==> src/rtl/traffic_pkg.sv <==
// Shared types and helpers for the traffic-phase sequencer: phase encoding,
// per-approach light codes and the phase-duration lookup.
package traffic_pkg;

  typedef enum logic [2:0] {
    ST_GREEN  = 3'd0,
    ST_EXTEND = 3'd1,
    ST_YELLOW = 3'd2,
    ST_ALLRED = 3'd3,
    ST_WALK   = 3'd4,
    ST_FLASH  = 3'd5
  } state_e;

  // Per-approach lamp codes, {red, yellow, green}
  localparam logic [2:0] LT_GREEN  = 3'b001;
  localparam logic [2:0] LT_YELLOW = 3'b010;
  localparam logic [2:0] LT_RED    = 3'b100;
  localparam logic [2:0] LT_OFF    = 3'b000;

  // Duration in ticks of the phase being entered. FLASH is untimed (it leaves on a
  // tick with flash_mode low), so it just gets the minimum value.
  function automatic int unsigned phase_dur(
    input state_e      st,
    input int unsigned green_t,
    input int unsigned ext_t,
    input int unsigned yellow_t,
    input int unsigned allred_t,
    input int unsigned walk_t
  );
    int unsigned d;
    case (st)
      ST_GREEN:  d = green_t;
      ST_EXTEND: d = ext_t;
      ST_YELLOW: d = yellow_t;
      ST_ALLRED: d = allred_t;
      ST_WALK:   d = walk_t;
      default:   d = 1;
    endcase
    return d;
  endfunction

endpackage

==> src/rtl/phase_timer.sv <==
// Tick-driven phase down-counter. The count is loaded with DUR-1 on phase entry;
// a tick seen while the count is already zero is the expiry and is flagged
// combinationally so the owning FSM can move on that same edge.
module phase_timer #(
  parameter int unsigned         CNT_W   = 8,
  parameter logic [CNT_W-1:0]    RST_VAL = '0
) (
  input  logic             clk,
  input  logic             rst,
  input  logic             load_i,
  input  logic [CNT_W-1:0] value_i,
  input  logic             tick_i,
  output logic             done_o
);

  logic [CNT_W-1:0] cnt_q;

  assign done_o = tick_i && (cnt_q == '0);

  // Load has priority over counting; the count holds at zero until the expiring tick
  always_ff @(posedge clk) begin
    if (rst) begin
      cnt_q <= RST_VAL;
    end else if (load_i) begin
      cnt_q <= value_i;
    end else if (tick_i && (cnt_q != '0)) begin
      cnt_q <= cnt_q - 1'b1;
    end
  end

endmodule

==> src/rtl/light_phase_sequencer.sv <==
// N-approach traffic-phase sequencer. Rotates green across approaches with one
// optional sensor extension per green, yellow, all-red clearance, a latched
// pedestrian walk phase and a flashing-red fail-safe. Lamp outputs are decoded
// from the registered state one cycle later.
//
//  state  | meaning
//  GREEN  | approach cur green, base duration
//  EXTEND | approach cur green, single extension granted at GREEN expiry
//  YELLOW | approach cur yellow
//  ALLRED | clearance, every approach red
//  WALK   | pedestrian walk, every approach red
//  FLASH  | fail-safe, all reds blink on each tick
module light_phase_sequencer
  import traffic_pkg::*;
#(
  parameter int unsigned N_APPR   = 2,
  parameter int unsigned CNT_W    = 8,
  parameter int unsigned GREEN_T  = 6,
  parameter int unsigned EXT_T    = 3,
  parameter int unsigned YELLOW_T = 2,
  parameter int unsigned ALLRED_T = 1,
  parameter int unsigned WALK_T   = 3
) (
  input  logic                  clk,
  input  logic                  rst,
  input  logic                  tick,
  input  logic [N_APPR-1:0]     sensor,
  input  logic                  walk_req,
  input  logic                  flash_mode,
  output logic [3*N_APPR-1:0]   lights,
  output logic                  walk_light,
  output logic [N_APPR-1:0]     active
);

  localparam int unsigned CUR_W = (N_APPR > 1) ? $clog2(N_APPR) : 1;
  localparam logic [CUR_W-1:0] CUR_LAST = CUR_W'(N_APPR - 1);
  localparam logic [CNT_W-1:0] ALLRED_LD = CNT_W'(ALLRED_T - 1);

  state_e             state_q, state_d;
  logic [CUR_W-1:0]   cur_q, cur_d, cur_next;
  logic               walk_pend_q, walk_pend_d;
  logic               flash_ph_q, flash_ph_d;
  logic               tmr_load;
  logic               tmr_done;
  logic               walk_entry;
  logic [CNT_W-1:0]   tmr_val;

  logic [3*N_APPR-1:0] lights_q, lights_d;
  logic                walk_light_q, walk_light_d;
  logic [N_APPR-1:0]   active_q, active_d;

  assign cur_next = (cur_q == CUR_LAST) ? '0 : cur_q + 1'b1;
  assign tmr_val  = CNT_W'(phase_dur(state_d, GREEN_T, EXT_T, YELLOW_T, ALLRED_T, WALK_T) - 1);

  phase_timer #(
    .CNT_W   (CNT_W),
    .RST_VAL (ALLRED_LD)
  ) u_timer (
    .clk     (clk),
    .rst     (rst),
    .load_i  (tmr_load),
    .value_i (tmr_val),
    .tick_i  (tick),
    .done_o  (tmr_done)
  );

  // Next-phase selection: fail-safe entry beats a coincident expiry
  always_comb begin
    state_d    = state_q;
    cur_d      = cur_q;
    flash_ph_d = flash_ph_q;
    tmr_load   = 1'b0;
    walk_entry = 1'b0;
    if ((state_q != ST_FLASH) && flash_mode) begin
      state_d    = ST_FLASH;
      flash_ph_d = 1'b1;
      tmr_load   = 1'b1;
    end else if (state_q == ST_FLASH) begin
      if (tick) begin
        if (!flash_mode) begin
          // Park on the last approach so approach 0 is the next green
          state_d  = ST_ALLRED;
          cur_d    = CUR_LAST;
          tmr_load = 1'b1;
        end else begin
          flash_ph_d = ~flash_ph_q;
        end
      end
    end else if (tmr_done) begin
      tmr_load = 1'b1;
      case (state_q)
        ST_GREEN:  state_d = sensor[cur_q] ? ST_EXTEND : ST_YELLOW;
        ST_EXTEND: state_d = ST_YELLOW;
        ST_YELLOW: state_d = ST_ALLRED;
        ST_ALLRED: begin
          if (walk_pend_q) begin
            state_d    = ST_WALK;
            walk_entry = 1'b1;
          end else begin
            state_d = ST_GREEN;
            cur_d   = cur_next;
          end
        end
        ST_WALK: begin
          state_d = ST_GREEN;
          cur_d   = cur_next;
        end
        default: state_d = ST_ALLRED;
      endcase
    end
  end

  // A request on the walk-entry edge is dropped: the clear wins
  assign walk_pend_d = walk_entry ? 1'b0 : (walk_pend_q | walk_req);

  // Phase, approach index, walk latch and flash phase registers
  always_ff @(posedge clk) begin
    if (rst) begin
      state_q     <= ST_ALLRED;
      cur_q       <= CUR_LAST;
      walk_pend_q <= 1'b0;
      flash_ph_q  <= 1'b0;
    end else begin
      state_q     <= state_d;
      cur_q       <= cur_d;
      walk_pend_q <= walk_pend_d;
      flash_ph_q  <= flash_ph_d;
    end
  end

  // Lamp decode from the registered phase; only approach cur may be non-red
  always_comb begin
    lights_d     = '0;
    active_d     = '0;
    walk_light_d = (state_q == ST_WALK);
    for (int i = 0; i < N_APPR; i++) begin
      active_d[i] = (CUR_W'(i) == cur_q);
      case (state_q)
        ST_GREEN, ST_EXTEND: lights_d[3*i +: 3] = active_d[i] ? LT_GREEN : LT_RED;
        ST_YELLOW:           lights_d[3*i +: 3] = active_d[i] ? LT_YELLOW : LT_RED;
        ST_FLASH:            lights_d[3*i +: 3] = flash_ph_q ? LT_RED : LT_OFF;
        default:             lights_d[3*i +: 3] = LT_RED;
      endcase
    end
  end

  // Output registers, one cycle behind the phase register
  always_ff @(posedge clk) begin
    if (rst) begin
      lights_q     <= {N_APPR{LT_RED}};
      walk_light_q <= 1'b0;
      active_q     <= N_APPR'(1) << (N_APPR - 1);
    end else begin
      lights_q     <= lights_d;
      walk_light_q <= walk_light_d;
      active_q     <= active_d;
    end
  end

  assign lights     = lights_q;
  assign walk_light = walk_light_q;
  assign active     = active_q;

endmodule

==> config.mk <==
export PLATFORM = sky130hd
export DESIGN_NAME = light_phase_sequencer
export DESIGN_NICKNAME = d
export VERILOG_FILES = /design/src/rtl/traffic_pkg.sv /design/src/rtl/phase_timer.sv /design/src/rtl/light_phase_sequencer.sv
export SDC_FILE = /design/constraint.sdc
export NUM_CORES = 1
export LEC_CHECK = 0
export CELL_PAD_IN_SITES_DETAIL_PLACEMENT = 0
export CELL_PAD_IN_SITES_GLOBAL_PLACEMENT = 2
export CORE_ASPECT_RATIO = 0.6
export CORE_MARGIN = 2
export CORE_UTILIZATION = 35
export CTS_CLUSTER_DIAMETER = 30
export DETAILED_ROUTE_END_ITERATION = 10
export HOLD_SLACK_MARGIN = 0.12
export PLACE_DENSITY = 0.83
export SYNTH_ARGS = -nofsm -noshare
export SYNTH_HDL_FRONTEND = slang
export SYNTH_SLANG_ARGS = --single-unit
export TNS_END_PERCENT = 5
==> constraint.sdc <==
create_clock -name clk -period 5.5 [get_ports clk]
set_input_delay 1.1 -clock clk [delete_from_list [all_inputs] [get_ports clk]]
set_output_delay 1.1 -clock clk [all_outputs]
set_load 0.01 [all_outputs]
==> Word level (Yosys, flattened, before mapping) <==
Index checks and enable logic that the tools add are counted.
{ "word_totals": {"reg_bits": 23, "inputBits": 7, "wordCells": 87} }
{ "classes": {"add_sub_neg": 3, "n_lt_le_gt_ge": 1, "n_eq_ne": 12, "muxes": 41, "n_bitwise": 4, "n_reduce_logical": 18} }
{ "op_table": {"columns": ["op", "count"], "rows": [
  ["$mux W3", 11],
  ["$pmux W3 S3", 3],
  ["$mux W1", 22],
  ["$mux W8", 2],
  ["$sub A8 B1 Y8 const B", 2],
  ["$pmux W3 S4", 1],
  ["$reduce_bool A2 Y1", 5],
  ["$eq A3 B2 Y1 const B", 3],
  ["$eq A3 B3 Y1 const B", 3],
  ["$logic_not A8 Y1", 1],
  ["$reduce_bool A8 Y1", 1],
  ["$eq A3 B1 Y1 const B", 2],
  ["$logic_not A3 Y1", 2],
  ["$ne A3 B3 Y1 const B", 2],
  ["$reduce_and A6 Y1", 1],
  ["$reduce_or A2 Y1", 3],
  ["$ne A2 B2 Y1 const B", 2],
  ["$logic_and A1 B1 Y1", 3],
  ["$not A1 Y1", 3],
  ["$reduce_and A3 Y1", 1],
  ["$reduce_bool A3 Y1", 1],
  ["$lt A1 B2 Y1 const B", 1],
  ["$mux W2", 1],
  ["$pmux W1 S2", 1],
  ["other kinds (2)", 2]
]} }

==> Longest topological paths before layout <==
Gate-level depths: netlist of the first run.
{ "depth": {"ltp_word": 12, "depth_mapped": 12} }

==> Cells and area by module <==
A second synthesis of the first run with hierarchy kept.
{ "unflattened": {"hier_cells": 143, "area_unflattened_um2": 1238.7} }
{ "by_module_without_submodules": {"columns": ["module", "instances", "cells_per_inst", "area_per_inst_um2", "seq_area_each_um2"], "rows": [
  ["light_phase_sequencer", 1, 79, 714.4, 300.3],
  ["phase_timer", 1, 64, 524.3, 160.2]
]} }

==> Worst setup path before layout of the first run <==
Ideal clock, no wire load.
{ "synth_timing": {"path_type": "input -> register", "start": "input tick", "end": "register u_timer.cnt_q[6]", "setup_ns": 0.079, "arrival_ns": 3.142, "setup_slack_ns": 2.279, "path_stages": 10, "cell_sequence": "clkbuf_2 -> and4b_1 -> a222oi_1 -> o22ai_1 -> o21ai_0 -> ha_1 -> nor2b_1 -> o2111ai_1 -> xor2_1 -> a211oi_2"} }
{ "synth_between": {"elab_chain_cells": 9, "word_cells_on_any_way": 19} }
{ "synth_rtl": {"columns": ["element", "line_no", "source"], "rows": [
  ["start: declaration", "light_phase_sequencer.sv:26", "input logic tick,"],
  ["$logic_and A1 B1 Y1", "phase_timer.sv:18", "assign done_o = tick_i && (cnt_q == '0);"],
  ["$mux W3", "light_phase_sequencer.sv:89", "end else if (tmr_done) begin"],
  ["$mux W3", "light_phase_sequencer.sv:78", "end else if (state_q == ST_FLASH) begin"],
  ["$mux W3", "light_phase_sequencer.sv:74", "if ((state_q != ST_FLASH) && flash_mode) begin"],
  ["$eq A3 B3 Y1 / $eq A3 B1 Y1 (equally long branches)", "traffic_pkg.sv:31", "case (st)"],
  ["$reduce_or A2 Y1 (no source line)", null, null],
  ["$pmux W3 S3", "traffic_pkg.sv:31", null],
  ["$sub A8 B1 Y8", "light_phase_sequencer.sv:53", "assign tmr_val = CNT_W'(phase_dur(state_d, GREEN_T, EXT_T, YELLOW_T, ALLRED_T, WALK_T) - 1);"],
  ["$mux W8", "phase_timer.sv:24", "end else if (load_i) begin"],
  ["end signal: assignment", "phase_timer.sv:25", "cnt_q <= value_i;"],
  ["end signal: assignment", "phase_timer.sv:27", "cnt_q <= cnt_q - 1'b1;"],
  ["end: declaration", "phase_timer.sv:16", "logic [CNT_W-1:0] cnt_q;"]
]} }
Parallel ways exist; a longest one is shown, timed or not.
A chain may end at the register's enable or synchronous reset.

==> Final worst setup path of the first run <==
Same ends and word-level chain as after synthesis.

==> parameters.txt, run 1 <==
Parameter                              Value

Outcome
  Result of the run ... complete, no violations

Pwr
  Areal power density over the cells ... 318 nW/µm²
  Maximum resistive drop on vdd ... 0.107 mV
  Static leakage power ... about 0.53 nW
  Overall power consumption ... 0.454 mW

Critical path
  Endpoint arrival time on the critical path ... 3.98 ns
  Worst setup SP type ... input pin
  CP Max Fanout ... 8
  CP Capture Type ... flop
  Cell with the largest stage delay on the worst path ... sky130_fd_sc_hd__a222oi_1
  R2R Setup Slk ... roughly 2.4 ns
  FF-to-FF path depth ... 10
  FF-to-FF Start ... u_timer.cnt_q[3]
  Worst flop-to-flop path endpoint ... u_timer.cnt_q[6]
  Cells traversed along the worst timing path ... clkdlybuf4s50_1, and4b_1, a222oi_1, o22ai_1, o21ai_0, ha_1, nor2b_1, o2111ai_1, xor2_1, a211oi_2
  Slowest Stage Delay on Critical Path ... 0.57 ns
  Required time at the endpoint of the critical path ... between 5 and 6 ns
  Crit Path Class ... in -> reg

Placed design
  Routability congestion estimate from global placement ... 0.809
  Number of port buffers ... 15
  Post-DP HPWL ... 2.15 mm

Logic synthesis
  Synth cell types ... 47
  Async set-or-reset flop fraction in the synthesized netlist ... 0%
  EDFF count, synth ... 0
  Average size of a mapped cell ... 8.56 µm²
  Complex-gate fraction of the synthesized area ... 24.1%
  Library cell with the highest instance count after synthesis ... sky130_fd_sc_hd__dfxtp_1
  Post-synthesis instance total ... 142
  Adder-cell share of the synthesized area ... 1.03%
  Synthesis-stage register bit count ... 23
  Share of Yosys cell area claimed by the top area cell type ... 37.9%
  Syn Nets ... 150
  Top cell types by occurrence after synthesis ... 23 x sky130_fd_sc_hd__dfxtp_1, 19 x sky130_fd_sc_hd__nor2_1, 10 x sky130_fd_sc_hd__nor3_1, 8 x sky130_fd_sc_hd__a21oi_1
  Fraction of the yosys area taken by sequential cells ... 37.9%
  Multiplexer share of the synthesized area ... less than 1%
  Library cell with the largest summed area after synthesis ... sky130_fd_sc_hd__dfxtp_1
  Synth warnings ... 0
  Synthesized cell area ... 1220 µm²
  Largest cells by area after synthesis ... sky130_fd_sc_hd__dfxtp_1 38%, sky130_fd_sc_hd__nor2_1 5.9%, sky130_fd_sc_hd__nor3_1 4.1%, sky130_fd_sc_hd__a211oi_1 3.7%, sky130_fd_sc_hd__nor4_4 3.5%
  Xor/xnor share of the synthesized area ... 2.16%
  Top_reg_cell synth ... sky130_fd_sc_hd__dfxtp_1
  Main combinational cell family by area after synthesis ... simple AND/OR/NAND/NOR gates
  Simple-gate share of the synthesized area ... 29.0%

CTS
  Post_cts resized ... 0
  Clk Latency, worst-skew pair ... roughly 0.26 ns
  CTS sink count ... 23
  Root buffer cell ... sky130_fd_sc_hd__clkbuf_8
  Worst-case clock buffer depth ... 2
  Hold-fix buffers at CTS ... 0
  H-tree level count ... 1
  Setup repair bufs after CTS ... 0
  TritonCTS clock tree ... done
  Clock-pin slew of the registers on the worst-case setup and hold paths ... 0.08 ns
  CTS buffer count ... 3

Floorplanning
  Ports placed on the boundary ... 16
  Vert. Die Dim ... 49.7 µm
  Total Die Area ... 3980 µm²
  Site row count ... 16
  Horizontal die dimension ... ~80 µm
  Initial Utilization ... 37.0%
  Core Box Area ... 3280 µm²

GRT
  Largest net degree at the start of global routing ... 20
  Total overflow reported by the global router ... 0
  Vias in the first global route ... 983
  Number of antenna violations at the first check in global routing ... 0
  First-pass GRT wire length ... approximately 4.8 mm
  Global router's overall resource usage ... approximately 16%

Drt
  Vias/cell ... between 5 and 6
  Detailed-router iteration count before antenna repair ... 4
  Total wire length after detailed routing ... 2.89 mm
  Number of violations reported at the end of detailed-routing iteration 0 ... 80
  Total DRC errors in the routed layout ... 0
  Detailed-route wire length per cell ... 14.7 µm
  Via count of the routed design ... 1,049
  Count of nets left with antenna violations after detail routing ... 0

Timing
  Final period demand of the worst path ... 3.80 ns
  RSZ-0062 raised after global routing ... no
  Final max-slew violation count ... 0
  Hold slack ... 0.501 ns
  Maximum clock frequency ... ~0.26 GHz
  Worst clock skew ... 0.00167 ns
  Slew Limit Headroom ... 47.6%
  Transition time of the tightest slew-check pin ... just under 0.8 ns
  Final setup violating endpoints ... 0
  Total negative slack ... 0 ns
  Endpoints failing hold ... 0
  Share of the clock period used by the worst path ... 69.1%

Finish
  Fin nets ... 161
  Fraction of final layout cells sized beyond drive strength 1 ... 9.87%
  Area delta synth->final ... 17.5%
  Antenna diode count ... 0

Worst hold path
  Startpoint of the lowest-slack hold path ... u_timer.cnt_q[7]
  Worst Hold Depth ... 2
  Tightest Hold Check Type ... reg -> reg
  Capture endpoint of the worst hold path ... u_timer.cnt_q[7]

Run
  Number of max-cap violations ... 0
==> per-stage QoR <==
stage	setup WS [ns]	util (%)	area, µm²	cells
final	1.70	43.5	1430	197
after global routing	1.43	43.5	1430	197
after detailed placement	1.49	42.1	1380	193
after global placement	1.66	42.1	1380	193
after floorplan	2.28	-	1220	142
after CTS	1.73	43.5	1430	197
==> area by class of cell <==
| type | count | area [µm²] |
|---|---|---|
| clock buffer | 4 | 45.0 |
| inverter | 6 | 22.5 |
| sequential | 23 | 460 |
| fill | 319 | 1850 |
| timing repair buffer | 15 | 150 |
| multi-input combinational | 104 | 694 |
| tap | 45 | 56.3 |
==> sequential cells by signal, indices dropped and copies added (netlist names) <==
name           count
cur_q              1
u_timer.cnt_q      8
walk_pend_q        1
flash_ph_q         1
walk_light         1
lights             6
active             2
state_q            3
==> metal layers <==
metal	GRT usage (%)	vias to the layer above	wire length, µm
li1	-	528	-
met1	24.4	482	1490
met2	21.7	37	1140
met3	5.86	2	249
met4	2.54	0	4
met5	0	-	0
==> where the power goes <==
part	internal [mW]	switching, mW
Combinational	0.0651	0.0798
Sequential	0.182	0.0225
Clock	0.0517	0.0533
==> placed cells by master (no fill, tap or decap), types with 2 or more instances in the layout <==
cell                              count
sky130_fd_sc_hd__dfxtp_1             23
sky130_fd_sc_hd__nor2_1              19
sky130_fd_sc_hd__clkdlybuf4s50_1     15
sky130_fd_sc_hd__nor3_1              10
sky130_fd_sc_hd__a21oi_1              8
sky130_fd_sc_hd__inv_1                6
sky130_fd_sc_hd__a211oi_1             6
sky130_fd_sc_hd__nand2b_1             5
sky130_fd_sc_hd__nand2_1              4
sky130_fd_sc_hd__o21ai_0              4
sky130_fd_sc_hd__nor2b_1              3
sky130_fd_sc_hd__o21bai_1             3
sky130_fd_sc_hd__clkbuf_8             3
sky130_fd_sc_hd__nor4_4               2
sky130_fd_sc_hd__o21a_1               2
sky130_fd_sc_hd__o211ai_1             2
sky130_fd_sc_hd__a21o_1               2
sky130_fd_sc_hd__nor4_1               2
sky130_fd_sc_hd__nand3_1              2
sky130_fd_sc_hd__or2_2                2
sky130_fd_sc_hd__a211oi_2             2
sky130_fd_sc_hd__xnor2_1              2
==> worst max-delay path, delay by kind of cell <==
kind,cells,cell delay (ns)
xor gates and xnor gates,1,0.18
adders and majority gates,1,0.28
buffers and inverters,1,0.55
and+or+nand+nor,2,0.55
AOI/OAI and AO/OA,5,1.32
==> cell families after synthesis <==
| family | after synthesis |
|---|---|
| DFF | 23 |
| adders and majority gates | 1 |
| buffers and inverters | 15 |
| and+or+nand+nor | 59 |
| AOI/OAI and AO/OA | 40 |
| xor gates and xnor gates | 3 |
| muxes | 1 |
==> worst max path at each step <==
stage | from | cells past startpoint | endpoint
2_1_floorplan | tick | 10 | u_timer.cnt_q[6]
3_3_place_gp | tick | 10 | u_timer.cnt_q[6]
3_5_place_dp | tick | 10 | u_timer.cnt_q[6]
4_1_cts | tick | 10 | u_timer.cnt_q[6]
5_1_grt | tick | 10 | u_timer.cnt_q[6]
6_report | tick | 10 | u_timer.cnt_q[6]
(Power assumes the default switching activity.)
==> run 2, diff against run 1 <==
CORE_UTILIZATION = 29   (was 35)
PLACE_DENSITY = 0.74   (was 0.83)
clock period = 3.1 ns   (was 5.5 ns; I/O delays follow)
==> parameters.txt, run 2 (same netlist as run 1, synthesis figures left out) <==
Parameter                              Value

Drt
  Detailed-route wire length per cell ... 13.5 µm (-7.8%)
  Count of nets left with antenna violations after detail routing ... 0 (unchanged)
  Total DRC errors in the routed layout ... 0 (unchanged)
  Vias/cell ... 4.97 (-6.7%)
  Number of violations reported at the end of detailed-routing iteration 0 ... 56 (-30%)
  Detailed-router iteration count before antenna repair ... 4 (unchanged)
  Total wire length after detailed routing ... 3.03 mm (+4.9%)
  Via count of the routed design ... 1,113 (+6.1%)

Worst hold path
  Tightest Hold Check Type ... reg -> reg

Pwr
  Areal power density over the cells ... 549 nW/µm² (+73%)
  Static leakage power ... 0.599 nW (+13%)
  Maximum resistive drop on vdd ... 0.148 mV (+39%)
  Overall power consumption ... 0.850 mW (+87%)

Critical path
  Dominant delay contributor by cell family on the critical path ... compound AO/OA/AOI/OAI gates
  CP Max Fanout ... 5 (-3)
  CP endpoint ... u_timer.cnt_q[6]
  Buf/Inv on CP ... 0 (-1)
  Required time at the endpoint of the critical path ... 3.29 ns (-2.39 ns)
  Crit Path Class ... reg -> reg
  Startpoint of the most critical setup path ... u_timer.cnt_q[3]
  Worst flop-to-flop path endpoint ... u_timer.cnt_q[6]
  FF-to-FF path depth ... 10 (unchanged)
  Worst setup SP type ... flop
  Cell with the largest stage delay on the worst path ... sky130_fd_sc_hd__a222oi_1
  Endpoint arrival time on the critical path ... 3.01 ns (-0.97 ns)
  Slowest Stage Delay on Critical Path ... 0.43 ns (-0.14 ns)
  CP Capture Type ... flop
  FF-to-FF Start ... u_timer.cnt_q[3]
  Worst path depth ... 10 (unchanged)
  R2R Setup Slk ... 0.28 ns (-2.13 ns)
  Cells traversed along the worst timing path ... nor4_4, nand3_2, a222oi_1, o22ai_1, o21ai_0, ha_1, nor2b_1, o2111ai_1, xor2_1, a211oi_2

GRT
  Total overflow reported by the global router ... 0 (unchanged)
  Number of antenna violations at the first check in global routing ... 0 (unchanged)
  First-pass GRT wire length ... 5.06 mm (+4.8%)
  Largest net degree at the start of global routing ... 20 (unchanged)
  Global router's overall resource usage ... 14.2% (-1.8 points)
  Vias in the first global route ... 1,013 (+3.1%)

CTS
  CTS sink count ... 23 (unchanged)
  CTS buffer count ... 3 (unchanged)
  Hold-fix buffers at CTS ... 0 (unchanged)
  TritonCTS clock tree ... done
  H-tree level count ... 1 (unchanged)
  Worst-case clock buffer depth ... 2 (unchanged)
  Clk Latency, worst-skew pair ... 0.27 ns (about the same)
  Clock-pin slew of the registers on the worst-case setup and hold paths ... 0.09 ns (about the same)
  Root buffer cell ... sky130_fd_sc_hd__clkbuf_8

Finish
  Antenna diode count ... 0 (unchanged)
  Sequential Area ... 460 µm² (unchanged)
  Filler cells ... 415 (+30%)
  Post-route standard cell area excluding fillers ... 1550 µm² (+8.3%)
  Top register by number of flip-flops ... u_timer.cnt_q
  Post-route core utilization ... 38.0% (-5.6 points)
  Area used by multi-input combinational logic ... 701 µm² (+0.90%)
  Fin nets ... 173 (+7.5%)
  Top library cells by usage in the layout, fill and taps aside ... 23 x sky130_fd_sc_hd__dfxtp_1, 19 x sky130_fd_sc_hd__nor2_1, 14 x sky130_fd_sc_hd__clkdlybuf4s50_1
  Area delta synth->final ... 27.3%
  Fraction of final layout cells sized beyond drive strength 1 ... 17.7% (+7.8 points)
  Most common cell after layout, fill and taps aside ... sky130_fd_sc_hd__dfxtp_1
  Number of flip-flops in the largest register ... 8 (unchanged)

Floorplanning
  Site row count ... 18 (+2)
  Ports placed on the boundary ... 16 (unchanged)
  Total Die Area ... 4740 µm² (+19%)
  Initial Utilization ... 29.8% (-7.2 points)
  Vert. Die Dim ... 54.2 µm (+9.1%)
  Core Box Area ... 4080 µm² (+24%)
  Horizontal die dimension ... 87.6 µm (+9.4%)

Timing
  RSZ-0062 raised after global routing ... no
  Worst setup margin ... 0.282 ns (-1.42 ns)
  Endpoints failing hold ... 0 (unchanged)
  Total negative slack ... 0 ns (unchanged)
  Slew Limit Headroom ... 50.3% (+2.7 points)
  Final max-slew violation count ... 0 (unchanged)
  Transition time of the tightest slew-check pin ... 0.743 ns (-0.0409 ns)
  Worst clock skew ... 0.00869 ns (+0.00702 ns)
  Final setup violating endpoints ... 0 (unchanged)
  Final period demand of the worst path ... around 2.8 ns
  Share of the clock period used by the worst path ... 90.9%
  Maximum clock frequency ... 0.355 GHz

Placed design
  Minimum setup slack after placement ... -0.115 ns (-1.60 ns)
  Post-DP HPWL ... 2.24 mm (+3.9%)
  Number of port buffers ... 15 (unchanged)
  Placed standard-cell area ... 1490 µm² (+7.3%)
  Routability congestion estimate from global placement ... 0.720 (-11%)

Outcome
  Result of the run ... complete, no violations

Run
  Number of max-cap violations ... 0 (unchanged)
run 2: area by class of cell:
cell class,count,area share (%)
multi-input combinational,104,45.3
inverter,6,1.46
tap,60,4.85
sequential,23,29.7
timing repair buffer,27,15.7
clock buffer,3,2.67
clock inverter,1,0.323
run 2: timing repair:
action,in CTS,in global routing
buffers inserted,0,1
endpoints found under the setup margin,0,3
resized for setup,0,2
run 2: routing by layer:
layer	global-route usage [%]	routed length, µm
met5	0	0
met4	4.62	38
met2	21.1	1200
met3	3.53	166
met1	20.2	1620
run 2: worst min-delay path, cell delays in order (launching register included):
cell and delay [ns]:
sky130_fd_sc_hd__dfxtp_1 0.35, sky130_fd_sc_hd__nand2_1 0.07, sky130_fd_sc_hd__a21oi_1 0.04
run 2: worst min-delay path by stage:
stage | startpoint | depth (start not counted) | slack [ns] | end
final | u_timer.cnt_q[7] | 2 | 0.49 | u_timer.cnt_q[7]
after global placement | u_timer.cnt_q[7] | 2 | 0.47 | u_timer.cnt_q[7]
after detailed placement | u_timer.cnt_q[7] | 2 | 0.48 | u_timer.cnt_q[7]
after floorplan | u_timer.cnt_q[7] | 2 | 0.44 | u_timer.cnt_q[7]
after CTS | u_timer.cnt_q[7] | 2 | 0.49 | u_timer.cnt_q[7]
after global routing | u_timer.cnt_q[7] | 2 | 0.54 | u_timer.cnt_q[7]
run 2: report_power, final:
group,internal [mW],leakage [nW],switching [mW],total (mW)
clock network,0.0900,0.0255,0.0996,0.190
logic,0.146,0.385,0.150,0.296
registers,0.322,0.189,0.0422,0.364
total,0.558,0.599,0.292,0.850
run 2: through the flow:
stage	hold WS, ns	cells
CTS	0.493	223
finish	0.494	224
detailed placement	0.479	219
global route	0.539	224
floorplan	0.444	142
global placement	0.474	219
